<file path="config.mk">
export PLATFORM = sky130hd
export DESIGN_NAME = prog_sequencer
export DESIGN_NICKNAME = d
export VERILOG_FILES = /design/src/rtl/seq_pkg.sv /design/src/rtl/prog_sequencer_run_counter.sv /design/src/rtl/prog_sequencer.sv
export SDC_FILE = /design/constraint.sdc
export NUM_CORES = 1
export LEC_CHECK = 0
export CAP_MARGIN = 30
export CORE_MARGIN = 5
export CORE_UTILIZATION = 39
export DETAILED_ROUTE_END_ITERATION = 8
export PLACE_DENSITY_LB_ADDON = 0.3
export SYNTH_ARGS = -nofsm -noshare
export SYNTH_HDL_FRONTEND = slang
export SYNTH_SLANG_ARGS = --single-unit
</file>
<file path="constraint.sdc">
create_clock -name clk -period 1.75 [get_ports clk]
set_input_delay 0.175 -clock clk [delete_from_list [all_inputs] [get_ports clk]]
set_output_delay 0.175 -clock clk [all_outputs]
set_load 0.005 [all_outputs]
</file>
<file path="src/rtl/seq_pkg.sv">
// Shared definitions for the program run-control sequencer.
//
// Contents:
//   seq_state_t    - sequencer states IDLE, LOAD, RUN, DONE
//   PROG_BASE      - base instruction address of each selectable program
//   SEL_ERR_PERIOD - cycles between sel_err pulses while a bad request is held
package seq_pkg;

  typedef enum logic [1:0] {
    IDLE = 2'd0,
    LOAD = 2'd1,
    RUN  = 2'd2,
    DONE = 2'd3
  } seq_state_t;

  localparam int unsigned PROG_BASE [4] = '{0, 128, 256, 384};

  localparam int unsigned SEL_ERR_PERIOD = 4;

endpackage

</file>
<file path="src/rtl/prog_sequencer_run_counter.sv">
// Saturating run-cycle counter.
//
// Ports:
//   clk    in  clock
//   reset  in  synchronous, active-high; clears the count
//   clear  in  synchronous clear, used when a new run is launched
//   enable in  count this cycle
//   count  out current count; sticks at all-ones instead of wrapping
module run_counter #(
  parameter int CNT_WIDTH = 16
) (
  input  logic                 clk,
  input  logic                 reset,
  input  logic                 clear,
  input  logic                 enable,
  output logic [CNT_WIDTH-1:0] count
);

  always_ff @(posedge clk) begin
    if (reset || clear) begin
      count <= '0;
    end else if (enable && (count != '1)) begin
      count <= count + CNT_WIDTH'(1);
    end
  end

endmodule

</file>
<file path="src/rtl/prog_sequencer.sv">
// Run-control sequencer for the 9-bit-instruction core's PC unit.
//
// A start request with a valid program index loads that program's base
// address into the PC unit (one LOAD cycle), then each RUN cycle tells the PC
// unit to increment, redirect to a branch target, or hold during a stall.
// A halt from the PC unit ends the run; done stays high until start drops.
//
// Optional feature: define SEQ_STEP_EN to add single-step control
// (input step, output step_wait). Without it the sequencer free-runs.
//
// Ports:
//   clk, reset               clock; synchronous active-high reset
//   start, prog_sel          run request (level) and program index
//   busy, done, sel_err      status: LOAD/RUN, DONE, bad-index pulse
//   run_cycles               RUN cycles of the last/current run
//   stall                    datapath stall, PC must hold
//   dec_branch, dec_take     decoded branch and its condition
//   dec_target               branch target address
//   pc_halt                  halt flag from PC unit
//   pc_reset, pc_addr        PC load strobe and load/branch address
//   ctrl_branch, take_branch PC control: hold/redirect vs increment
//   step, step_wait          (SEQ_STEP_EN only) step enable and wait status
module prog_sequencer
  import seq_pkg::*;
#(
  parameter int INST_WIDTH = 9,
  parameter int NUM_PROGS  = 3,
  parameter int CNT_WIDTH  = 16
) (
  input  logic                  clk,
  input  logic                  reset,
  input  logic                  start,
  input  logic [1:0]            prog_sel,
  output logic                  busy,
  output logic                  done,
  output logic                  sel_err,
  output logic [CNT_WIDTH-1:0]  run_cycles,
  input  logic                  stall,
  input  logic                  dec_branch,
  input  logic                  dec_take,
  input  logic [INST_WIDTH-1:0] dec_target,
  input  logic                  pc_halt,
  output logic                  pc_reset,
  output logic [INST_WIDTH-1:0] pc_addr,
  output logic                  ctrl_branch,
  output logic                  take_branch
`ifdef SEQ_STEP_EN
  ,
  input  logic                  step,
  output logic                  step_wait
`endif
);

  localparam int ERR_W = $clog2(SEL_ERR_PERIOD);

  seq_state_t state, state_next;
  logic [INST_WIDTH-1:0] base_q;
  logic [ERR_W-1:0]      err_cnt;
  logic                  sel_valid;
  logic                  launch;
  logic                  bad_req;
  logic                  step_ok;
  logic                  count_en;

  // Zero-extend so the compare is well defined for NUM_PROGS up to 4.
  assign sel_valid = {1'b0, prog_sel} < 3'(NUM_PROGS);
  assign launch    = (state == IDLE) && start && sel_valid;
  assign bad_req   = (state == IDLE) && start && !sel_valid;

`ifdef SEQ_STEP_EN
  assign step_ok   = step;
  assign step_wait = (state == RUN) && !step;
`else
  assign step_ok   = 1'b1;
`endif

  assign busy     = (state == LOAD) || (state == RUN);
  assign done     = (state == DONE);
  assign count_en = (state == RUN) && step_ok;

  // State register, latched base address and the sel_err pulse generator.
  // err_cnt runs modulo SEL_ERR_PERIOD while a bad request is held so the
  // pulse repeats every SEL_ERR_PERIOD cycles, restarting when start drops.
  always_ff @(posedge clk) begin
    if (reset) begin
      state   <= IDLE;
      base_q  <= '0;
      err_cnt <= '0;
      sel_err <= 1'b0;
    end else begin
      state <= state_next;
      if (launch) begin
        base_q <= INST_WIDTH'(PROG_BASE[prog_sel]);
      end
      if (bad_req) begin
        sel_err <= (err_cnt == '0);
        err_cnt <= (err_cnt == ERR_W'(SEL_ERR_PERIOD - 1)) ? '0 : err_cnt + ERR_W'(1);
      end else begin
        sel_err <= 1'b0;
        err_cnt <= '0;
      end
    end
  end

  // Next state and PC-unit controls. The default is "hold" (ctrl_branch=1,
  // take_branch=0), which covers IDLE, DONE, stalls, step waits and the halt
  // cycle. pc_halt is not looked at in LOAD: the flag may be stale from the
  // previous program until the PC unit processes the load.
  always_comb begin
    state_next  = state;
    pc_reset    = 1'b0;
    pc_addr     = '0;
    ctrl_branch = 1'b1;
    take_branch = 1'b0;
    case (state)
      IDLE: begin
        if (launch) state_next = LOAD;
      end
      LOAD: begin
        pc_reset   = 1'b1;
        pc_addr    = base_q;
        state_next = RUN;
      end
      RUN: begin
        if (pc_halt) begin
          state_next = DONE;
        end else if (stall || !step_ok) begin
          ctrl_branch = 1'b1;
        end else if (dec_branch) begin
          ctrl_branch = 1'b1;
          take_branch = dec_take;
          pc_addr     = dec_target;
        end else begin
          ctrl_branch = 1'b0;
        end
      end
      DONE: begin
        if (!start) state_next = IDLE;
      end
      default: state_next = IDLE;
    endcase
  end

  run_counter #(
    .CNT_WIDTH(CNT_WIDTH)
  ) u_run_counter (
    .clk    (clk),
    .reset  (reset),
    .clear  (launch),
    .enable (count_en),
    .count  (run_cycles)
  );

endmodule

</file>
==> results.sh <==
export IMPL_finish_instance_area_um2=2177
export IMPL_drt_antenna_violating_nets=0
export IMPL_cts_path_max_buffers=2
export IMPL_synth_edf_count=0
export IMPL_std_cell_rows=20
export IMPL_violations="setup timing"
export IMPL_antenna_found_initial=0
export IMPL_required_ns=1.57
export IMPL_power_frac_clock_pct=15.2
export IMPL_fillCellCount=243
export IMPL_power_frac_comb_pct=47.6
export IMPL_achievable_frequency_mhz=533.6
export IMPL_largest_net_degree_at_the_start_of_global_routing=14
export IMPL_detail_route_first_pass_iterations=4
export IMPL_synth_lib_cells_used_distinct=39
export IMPL_detailedRoute_firstIterationViolations=107
export IMPL_grt_ovfl_total=0
export IMPL_count_of_maximum_capacitance_violations=0
export IMPL_die_width_um=67.23
export IMPL_worst_hold_path_type="reg2reg"
export IMPL_powerDensity_nw_per_um2=745.8
export IMPL_post_route_drc_count=0
export IMPL_postCtsHoldBufs=0
export IMPL_hpwl_um=2954
export IMPL_flops_latches_synth=23
export IMPL_grt_util_all_layers_pct=17.90
export IMPL_avgRoutedWirePerCell_um=13.75
export IMPL_cell_internal_pwr_mw=1.066
export IMPL_synth_nets=178
export IMPL_wirelength_um=3851
export IMPL_synth_to_layout_area_growth_pct=70.42
export IMPL_gpl_final_weighted_congestion=0.8065
export IMPL_core_area_um2=3103
export IMPL_cts_root_buf="sky130_fd_sc_hd__clkbuf_4"
export IMPL_worst_ep_arrival_time_ns=1.70
export IMPL_nets=263
export IMPL_drt_vias_per_instance=5.379
export IMPL_vias=1506
export IMPL_layout_drive_gt1_share_pct=34.75
export IMPL_power_switching_fraction_pct=34.33
export IMPL_post_synth_instance_area_um2=1277
export IMPL_cts_buffers_inserted=3
export IMPL_post_route_period_util_pct=107.1
export IMPL_htree_levels=1
export IMPL_timing_max_slew_rel_slack_pct=77.43
export IMPL_period_minus_slack_ns=1.874
export IMPL_synth_main_ff_cell="sky130_fd_sc_hd__dfxtp_1"
export IMPL_cts_sinks=23
export IMPL_worst_skew_pair_late_latency_ns=0.31
export IMPL_grt_setup_unrepaired="true"
export IMPL_die_h_um=67.23
export IMPL_final_max_slew_violation_count=0
export IMPL_static_leakage_power_nw=0.8640
export IMPL_grt_pass1_wl_um=6403
export IMPL_antenna_cells_inserted=0
export IMPL_power_switching_mw=0.5574
export IMPL_async_set_or_reset_register_ratio_after_synthesis_pct=0
export IMPL_timing_final_setup_violations=7
export IMPL_worstSetupEndpointType="primary output"
export IMPL_hold_viol=0
export IMPL_worst_slack_ns=-0.1240
export IMPL_totalPowerFinal_mw=1.624
export IMPL_first_global_vias=1469
export IMPL_run_status="complete, but fails checks"
export IMPL_peakVddDrop_mv=0.5610
export IMPL_post_dp_cell_area_um2=2042
export IMPL_setup_worst_path_class="reg2out"
export IMPL_cp_max_fo=4
export IMPL_postSynthAreaPerCell_um2=8.404
export IMPL_yosysTopAreaCellShare_pct=36.04
export IMPL_die_area_um2=4520
export IMPL_dpl_worst_slack_ns=-0.2016
export IMPL_worst_clock_skew_ns=0.001717
export IMPL_total_of_buffers_placed_on_input_and_output_ports=48
export IMPL_yosys_warnings=0
export IMPL_num_io_pins=49
export IMPL_floorplan_initialDensity_pct=41.17
export IMPL_netlist_instances=152
export IMPL_worst_slew_pin_slew_ns=0.3355
export IMPL_clock_tree_from_tritoncts="built"
export IMPL_synth_largest_area_cell="sky130_fd_sc_hd__dfxtp_1"
export IMPL_synth_seq_area_share_pct=36.04
export IMPL_ys_top_cells_by_area="sky130_fd_sc_hd__dfxtp_1 36%, sky130_fd_sc_hd__ha_1 7.8%, sky130_fd_sc_hd__or4_1 4.1%"
export IMPL_setup_worst_path_start_class="flop"
export IMPL_pwr_share_seq_pct=37.2
export IMPL_cts_reportedPaths_clkPinSlew_ns=0.13
[cells in the final DEF, fill, tap and decap left out, drive strengths merged, types with 7 or more instances in the layout]
cell           count
nor2               7
clkdlybuf4s50     35
dfxtp             23
a21oi             10
buf               47
nand2             13
or4                7
ha                 8
inv                8
and3               9
o21ai              8
or3                7
[power groups by stage]
stage,combinational (mW),clock (mW),sequential [mW]
6_report,0.773,0.247,0.604
5_1_grt,0.847,0.282,0.610
3_3_place_gp,0.665,0,0.598
2_1_floorplan,0.317,0,0.605
4_1_cts,0.746,0.253,0.602
3_5_place_dp,0.683,0,0.601
[metrics by stage]
stage	cells	hold slack (ns)	utilization [%]	setup TNS [ns]
finish	280	0.4635	70.16	-0.4093
global route	280	0.4914	70.16	-1.288
CTS	279	0.4666	67.86	-1.123
detailed placement	271	0.4498	65.81	-1.588
global placement	271	0.4351	65.81	-1.162
floorplan	152	0.3554	-	0
[cell type report]
cell class	count	area (um^2)	area share, %
repair buffers	84	719.4	33.05
inverters	8	32.53	1.494
clock inverters	1	5.005	0.2299
flip-flops and latches	23	465.4	21.38
multi-input cells	117	877.1	40.29
clock buffers	3	22.52	1.034
well taps	44	55.05	2.529
[state kept, by name (all words and copies together), names as in the netlist]
register and flops:
base_q 2, u_run_counter.count 16, state 2, err_cnt 2, sel_err 1
[worst max-delay path, stage by stage (launching register included)]
cell,delay (ns)
sky130_fd_sc_hd__dfxtp_2,0.35
sky130_fd_sc_hd__inv_2,0.07
sky130_fd_sc_hd__ha_4,0.15
sky130_fd_sc_hd__inv_4,0.04
sky130_fd_sc_hd__nor4b_4,0.22
sky130_fd_sc_hd__buf_4,0.18
sky130_fd_sc_hd__buf_6,0.10
sky130_fd_sc_hd__a22oi_2,0.04
sky130_fd_sc_hd__nor2b_1,0.12
sky130_fd_sc_hd__buf_2,0.13
[cell usage after synthesis (all sizes together), types with 4 or more instances]
master and instances:
ha 8, nor2 7, dfxtp 23, nand4 4
nand2 13, and3 9, a21oi 10, nor4 4
or4 7, nand3 6, o21ai 8, or3 7
clkbuf 4, o211ai 5, inv 8
[path summary, 6_finish.rpt]
path	slack [ns]	from	to	cells after the start
max	-0.12	state[0]	pc_addr[7]	9
max reg2reg	0.08	state[0]	u_run_counter.count[15]	7
min	0.46	err_cnt[0]	err_cnt[0]	1
min reg2reg	0.46	err_cnt[0]	err_cnt[0]	1
[layer usage]
metal	routed length, um	GRT usage, %	vias up	part of all wire (%)
li1	-	-	751	-
met1	1567	20.36	717	41
met2	2091	33.99	34	54
met3	169	3.161	4	4.4
met4	23	4.557	0	0.60
met5	0	0	-	0
[logic make-up (layout without fill, tap and decap cells)]
family                     Yosys count  count (layout)  share of synthesized area [%]
buffers and inverters               12              96                          3.624
AOI/OAI and AO/OA                   38              38                          19.39
muxes                                2               2                          1.567
DFF                                 23              23                          36.04
adders and majority gates            8               8                          7.836
and+or+nand+nor                     69              69                          31.54
[what timing repair did]
item	CTS	global route
cloned	1	0
setup endpoints to repair	14	24
gates resized for setup	63	20
pin swaps	5	7
buffers inserted	4	4
hold endpoints to repair	0	0
Note: power is estimated with default switching activity, not from simulation.
